`src/rtl/mips_pkg.sv`:
```
// Shared MIPS pipeline constants and the layout of one fetch queue entry.
package mips_pkg;

  localparam int          WIDTH     = 32;
  localparam logic [31:0] PC_STEP   = 32'd4;
  // sll $0,$0,0 -- decode sees a harmless bubble when the queue is empty
  localparam logic [31:0] NOP_INSTR = 32'h0000_0000;

  // Entry layout, most significant field first: {pc, pc_plus4, instr}
  typedef struct packed {
    logic [WIDTH-1:0] pc;
    logic [WIDTH-1:0] pc_plus4;
    logic [WIDTH-1:0] instr;
  } fetch_entry_t;

endpackage

```
`src/rtl/fetch_queue_mem.sv`:
```
// Entry storage for the fetch queue: synchronous write, asynchronous read.
// The array is deliberately not reset; the queue's occupancy count decides
// which entries are visible.
module fetch_queue_mem #(
  parameter int DEPTH = 2,
  parameter int DW    = 96,
  parameter int AW    = 1
) (
  input  logic          Clock,
  input  logic          we,
  input  logic [AW-1:0] waddr,
  input  logic [DW-1:0] wdata,
  input  logic [AW-1:0] raddr,
  output logic [DW-1:0] rdata
);

  logic [DW-1:0] mem [DEPTH];

  // Write one entry on the rising edge when enabled
  always_ff @(posedge Clock) begin
    if (we) mem[waddr] <= wdata;
  end

  assign rdata = mem[raddr];

endmodule

```
`src/rtl/if_id_fetch_queue.sv`:
```
// Decoupling queue between fetch and decode, replacing the IF/ID register.
// Holds up to DEPTH {PC, PC+4, instruction} entries. Flush (taken branch or
// jump) empties the queue and kills any push or pop in the same cycle.
module if_id_fetch_queue
  import mips_pkg::*;
#(
  parameter int DEPTH = 2,
  parameter int WIDTH = mips_pkg::WIDTH
) (
  input  logic                       Clock,
  input  logic                       Reset,
  input  logic                       Flush,
  input  logic                       In_Valid,
  input  logic [WIDTH-1:0]           In_PC,
  input  logic [WIDTH-1:0]           In_Instr,
  output logic                       In_Ready,
  input  logic                       Out_Ready,
  output logic                       Out_Valid,
  output logic [WIDTH-1:0]           Out_PC,
  output logic [WIDTH-1:0]           Out_PCPlus4,
  output logic [WIDTH-1:0]           Out_Instr,
  output logic [$clog2(DEPTH+1)-1:0] Count
);

  // A single-entry queue still needs a one-bit pointer
  localparam int AW = (DEPTH > 1) ? $clog2(DEPTH) : 1;
  localparam int CW = $clog2(DEPTH + 1);
  localparam int DW = 3 * WIDTH;

  logic [CW-1:0] count_q;
  logic [AW-1:0] rd_ptr;
  logic [AW-1:0] wr_ptr;
  logic          push;
  logic          pop;
  logic [DW-1:0] wdata;
  logic [DW-1:0] rdata;

  // Explicit wrap so non-power-of-two depths cycle through 0..DEPTH-1 only
  function automatic logic [AW-1:0] next_ptr(input logic [AW-1:0] p);
    return (p == AW'(DEPTH - 1)) ? '0 : p + 1'b1;
  endfunction

  // In_Ready depends only on registered occupancy, so a full queue refuses a
  // push even when decode pops in the same cycle
  assign In_Ready  = (count_q < CW'(DEPTH));
  assign Out_Valid = (count_q != '0);
  assign push      = In_Valid & In_Ready & ~Flush;
  assign pop       = Out_Valid & Out_Ready & ~Flush;

  // PC+4 is captured at push and wraps naturally at the top of the address space
  assign wdata = {In_PC, In_PC + WIDTH'(PC_STEP), In_Instr};

  fetch_queue_mem #(
    .DEPTH (DEPTH),
    .DW    (DW),
    .AW    (AW)
  ) u_mem (
    .Clock (Clock),
    .we    (push),
    .waddr (wr_ptr),
    .wdata (wdata),
    .raddr (rd_ptr),
    .rdata (rdata)
  );

  // Pointer and occupancy bookkeeping; flush wins over push and pop
  always_ff @(posedge Clock or negedge Reset) begin
    if (!Reset) begin
      count_q <= '0;
      rd_ptr  <= '0;
      wr_ptr  <= '0;
    end else if (Flush) begin
      count_q <= '0;
      rd_ptr  <= '0;
      wr_ptr  <= '0;
    end else begin
      if (push) wr_ptr <= next_ptr(wr_ptr);
      if (pop)  rd_ptr <= next_ptr(rd_ptr);
      case ({push, pop})
        2'b10:   count_q <= count_q + 1'b1;
        2'b01:   count_q <= count_q - 1'b1;
        default: count_q <= count_q;
      endcase
    end
  end

  // Head fields are gated by occupancy; stale storage never leaks out
  always_comb begin
    Out_PC      = '0;
    Out_PCPlus4 = '0;
    Out_Instr   = WIDTH'(NOP_INSTR);
    if (Out_Valid) begin
      Out_PC      = rdata[DW-1 -: WIDTH];
      Out_PCPlus4 = rdata[2*WIDTH-1 -: WIDTH];
      Out_Instr   = rdata[WIDTH-1:0];
    end
  end

  assign Count = count_q;

endmodule

```
`config.mk`:
```
export PLATFORM = sky130hd
export DESIGN_NAME = if_id_fetch_queue
export DESIGN_NICKNAME = d
export VERILOG_FILES = /design/src/rtl/mips_pkg.sv /design/src/rtl/fetch_queue_mem.sv /design/src/rtl/if_id_fetch_queue.sv
export SDC_FILE = /design/constraint.sdc
export NUM_CORES = 1
export LEC_CHECK = 0
export CAP_MARGIN = 20
export CORE_MARGIN = 5
export CORE_UTILIZATION = 37
export DETAILED_ROUTE_END_ITERATION = 7
export GPL_ROUTABILITY_DRIVEN = 0
export PLACE_DENSITY = 0.63
export SLEW_MARGIN = 20
export SYNTH_ARGS = -nofsm -noshare
export SYNTH_HDL_FRONTEND = slang
export SYNTH_SLANG_ARGS = --single-unit
```
`constraint.sdc`:
```
create_clock -name Clock -period 9.66 [get_ports Clock]
set_input_delay 0.966 -clock Clock [delete_from_list [all_inputs] [get_ports Clock]]
set_output_delay 0.966 -clock Clock [all_outputs]
set_load 0.1 [all_outputs]
```
Yosys cells after proc, flatten, opt, wreduce, memory -nomap -nowiden --
Memories as Yosys holds them, arrays and structs flattened. Index checks and enable logic that the tools add are counted.
Operators by class: $add $sub $neg 5, equal/unequal tests 2, reduce and logical (&&, ||, !) cells 4, order comparisons 1, muxes and demuxes 13, bitwise gates (word level) 5
Operator list (number):
- 2-to-1 mux 32 bit | 3
- adder 32 x 3 -> 32 bit, second input constant | 1
- 2-to-1 mux 1 bit | 8
- nonzero test 2 bit | 3
- bitwise AND 1 bit | 4
- one-hot mux 2 bit (2 select lines) | 1
- nonzero test 3 bit | 1
- adder 1 bit, second input constant | 2
- adder 2 x 1 -> 2 bit, second input constant | 1
- == test 2 x 1 -> 1 bit, second input constant | 1
- == test 2 bit, second input constant | 1
- < comparator 2 bit, second input constant | 1
- 2-to-1 mux 2 bit | 1
- subtractor 2 x 1 -> 2 bit, second input constant | 1
- NOT 1 bit | 1
Word-level totals: bits in registers 4, memory bits (writable) 192, word-level logic and storage cells 34, memories 1, input port bits 69
Memories:
- u_mem.mem | words 2, width 96, read ports 1, clocked after memory_dff 0, write ports 1, line fetch_queue_mem.sv:17 | logic [DW-1:0] mem [DEPTH];

Longest topological paths before layout --
word-level depth 6, depth in mapped cells 6, depth with buffers taken out 5

By module --
A second synthesis with hierarchy kept.
Unflattened totals: cells, all modules 516, area, all modules 8619.5 um^2
Modules (own cells, without submodules):
- fetch_queue_mem | cells each 301, instances 1, seq. area each 5765.5 um^2, area an instance 7140.6 um^2
- if_id_fetch_queue | cells each 215, instances 1, seq. area each 100.1 um^2, area an instance 1478.9 um^2

Worst setup path before layout --
OpenSTA, ideal clock, no wires.
path type reg-to-reg, start point register count_q[1] (netlist: Count[1]), end point memory u_mem.mem[1][0], enable pin, buffers on the path 0, stages on the path, launching flop included 4, clock period less this slack 9.436 ns, data required time 8.978 ns, arrival time 8.755 ns, library setup time 0.682 ns, setup slack 0.224 ns, cells stage by stage dfrtp_1 > inv_1 > nand2_1 > nor3b_1
Between the ends: word-level cells in the longest chain between the ends 5
RTL lines:
- start: declaration | line if_id_fetch_queue.sv:30 | logic [CW-1:0] count_q;
- start signal: assignment | line if_id_fetch_queue.sv:80 | 2'b10: count_q <= count_q + 1'b1;
- start signal: assignment | line if_id_fetch_queue.sv:81 | 2'b01: count_q <= count_q - 1'b1;
- start signal: assignment | line if_id_fetch_queue.sv:82 | default: count_q <= count_q;
- < comparator 2 bit | line if_id_fetch_queue.sv:45 | assign In_Ready = (count_q < CW'(DEPTH));
- net In_Ready | line if_id_fetch_queue.sv:16 | output logic In_Ready,
- bitwise AND 1 bit (2 in series) | line if_id_fetch_queue.sv:47 | assign push = In_Valid & In_Ready & ~Flush;
- 2-to-1 mux 1 bit | line fetch_queue_mem.sv:21 | if (we) mem[waddr] <= wdata;
- 2-to-1 mux 1 bit (not written as such) | line fetch_queue_mem.sv:21
- end: declaration | line fetch_queue_mem.sv:17
The timed path passes the listed nets, and every way through them passes these cells.

Worst setup path in the final report --
start point register rd_ptr, end point output port Out_PCPlus4[19]
Between the ends: word-level cells in the longest chain between the ends 2
RTL lines:
- start: declaration | line if_id_fetch_queue.sv:31 | logic [AW-1:0] rd_ptr;
- start signal: assignment | line if_id_fetch_queue.sv:78 | if (pop) rd_ptr <= next_ptr(rd_ptr);
- memory (2 x 96 bit)
- 2-to-1 mux 32 bit | line if_id_fetch_queue.sv:92 | if (Out_Valid) begin
- end: declaration | line if_id_fetch_queue.sv:20 | output logic [WIDTH-1:0] Out_PCPlus4,
Every way passes these cells.

==> results.py <==
metrics = {
    "grt": {
        "grt_max_degree": 96,
        "grt_util_all_layers_pct": 14.1,
        "antenna_found_initial": 0,
        "grt_pass1_wl_mm": 26.3,
        "grt_pass1_vias": 4739,
        "grt_overflow": 0,
    },
    "worst_setup_path": {
        "critPathLaunchType": "register",
        "endpoint": "Out_PCPlus4[19]",
        "path_class": "reg2out",
        "rr_endpoint": "u_mem.mem[1][17]",
        "critPathRequiredTime_ns": 8.69,
        "r2r_slack_ns": 7.03,
        "worstRegToRegCells": 5,
        "worstSetupEndpointType": "output port",
        "arrival_ns": 3.86,
        "path_max_fanout": 49,
        "cp-startpoint": "rd_ptr",
        "reg2reg_from": "Count[1]",
    },
    "yosys": {
        "synth.area.top_cells": "edfxtp_1, mux2i_1, nor2_1",
        "synth_cell_types": 27,
        "postSynthCellCount": 500,
        "yosysWarnings": 0,
        "async_reset_ff_share_pct": 2.08,
        "ys.flop_type": "edfxtp_1",
        "ys_ff_latch": 192,
        "synth_common_cells": "edfxtp_1, nor2_1, mux2i_1",
        "synth_top_area_share_pct": 72.2,
        "synth_area_um2": 7820,
        "yosys.area.top_type": "edfxtp_1",
        "ys_seq_area_share_pct": 73.5,
        "synthesis.nets": 570,
        "synth.most_common_cell": "edfxtp_1",
        "syn_avg_cell_area_um2": 15.6,
        "synth-edff-count": 188,
    },
    "floorplan": {
        "start_util_pct": 37.4,
        "io_pins": 169,
        "die_y_um": 155,
        "die_area_um2": 24100,
        "core_um2": 20900,
        "fp.dieW_um": 155,
        "fp-row-count": 53,
    },
    "cts": {
        "clock_path_buffers": 2,
        "cts-resized-gates": 0,
        "cts-root-buf": "clkbuf_16",
        "cts.sinks": 192,
        "post-cts-setup-buffers": 0,
        "clkTransAtPathRegs_ns": 0.07,
        "cts_buffers": 17,
        "clk_latency_ns": 0.43,
        "cts_hold_buf": 0,
        "h-tree-depth": 4,
        "cts_tree": "done",
    },
    "sta": {
        "drv_slew": 0,
        "worst_slew_pin_slew_ns": 1.03,
        "fmax_ghz": 0.207,
        "finClkSkew_ns": 0.00877,
        "layout_min_cycle_time_ns": 4.83,
        "slew_headroom_pct": 31.1,
        "fin_crit_sh_pct": 50.0,
        "setup_tns_ns": 0,
        "hold_viol": 0,
        "rsz0062_at_grt": "false",
        "setup_viol": 0,
    },
    "route": {
        "ant_nets": 0,
        "wl_mm": 17.2,
        "firstDrtPassIters": 4,
        "post-route-drc-count": 0,
        "vias_per_cell": 4.74,
        "via_count": 4539,
        "drt_iter0_drc": 176,
        "wl_per_cell_um": 17.9,
    },
    "cells_and_area": {
        "diodes": 0,
        "nFillCells": 1787,
        "drive_gt1_share_pct": 6.74,
        "final_core_util_pct": 49.7,
        "syn_to_final_growth_pct": 32.9,
        "num-nets-final": 739,
        "finalInstanceArea_um2": 10400,
    },
    "run_status": {
        "status": "finished clean",
    },
    "pwr": {
        "p_leak_nw": 3.40,
        "peakVddDrop_mv": 0.116,
        "p_total_mw": 2.16,
        "p_per_area_nw_per_um2": 208,
    },
    "flow_run": {
        "drv_cap": 0,
    },
    "place": {
        "placed_cell_area_um2": 9800,
        "dp_hpwl_mm": 11.1,
        "io_buffers": 168,
    },
    "min_path": {
        "hp-class": "reg2reg",
    },
}
## power by group
part	internal [mW]	switching, mW
Clock	0.348	0.342
Combinational	0.126	0.370
Sequential	0.954	0.0180
Total	1.43	0.730
## layout make-up
cell class | instances | area, µm² | area share [%]
clock inverters | 15 | 164 | 1.58
flip-flops and latches | 192 | 5750 | 55.3
clock buffers | 17 | 425 | 4.09
repair buffers | 174 | 1730 | 16.6
inverters | 5 | 18.8 | 0.181
well taps | 275 | 344 | 3.31
multi-input cells | 279 | 1960 | 18.9
## per-layer routing
layer  share of wire, %  global-route usage (%)  vias up
met5                  0                       0        -
met4                1.4                    4.67        0
met3                4.9                    3.56       18
met2                 47                    22.4      121
met1                 46                    18.9     2224
li1                   -                       -     2176
## critical path, stage by stage, from the launching register on
cell             delay (ns)
dfrtp_4                0.96
buf_4                  0.81
mux2i_1                0.26
nor2_1                 0.17
clkdlybuf4s50_1        1.16
## registers in the layout, indices dropped and copies added, names as in the netlist
register	count
u_mem.mem	188
Count	2
rd_ptr	1
wr_ptr	1
## cells by family (layout without fill, tap and decap cells)
group	count (synthesis)	count (layout)	synth area share, %
flops	192	192	73.5
simple gates	149	149	8.88
mux	95	95	12.2
xor+xnor	30	30	3.36
buf+inv	29	211	1.65
compound gates	4	4	0.288
fa+ha+maj	1	1	0.160
## cells in the final DEF (no fill, tap or decap), drive strengths merged
master and n:
nor2 101, clkbuf 17, clkinvlp 2, and4 2
nor3 2, nor4 2, nand2b 1, clkdlybuf4s50 168
clkinv 5, nor2b 2, xor2 9, o21ai 1
buf 6, dfrtp 4, nand2 8, nor3b 1
a21oi 2, a21o 1, xnor2 21, nand3 13
ha 1, nand4 7, and3 10, mux2i 95
inv 13, edfxtp 188
## metrics by stage
step / std cells / setup WS, ns / hold slack, ns
after CTS: 957 / 4.80 / 0.606
after detailed placement: 925 / 5.30 / 0.587
after global routing: 957 / 4.67 / 0.645
after floorplan: 500 / 0.224 / 0.519
after global placement: 925 / 5.30 / 0.558
final: 957 / 4.83 / 0.602
## worst min path at each step
stage	startpoint	to	depth (start not counted)
6_report	wr_ptr	wr_ptr	2
4_1_cts	wr_ptr	wr_ptr	2
5_1_grt	wr_ptr	wr_ptr	2
3_3_place_gp	wr_ptr	wr_ptr	2
3_5_place_dp	wr_ptr	wr_ptr	2
2_1_floorplan	wr_ptr	wr_ptr	2
Note: power is estimated with default switching activity, not from simulation.
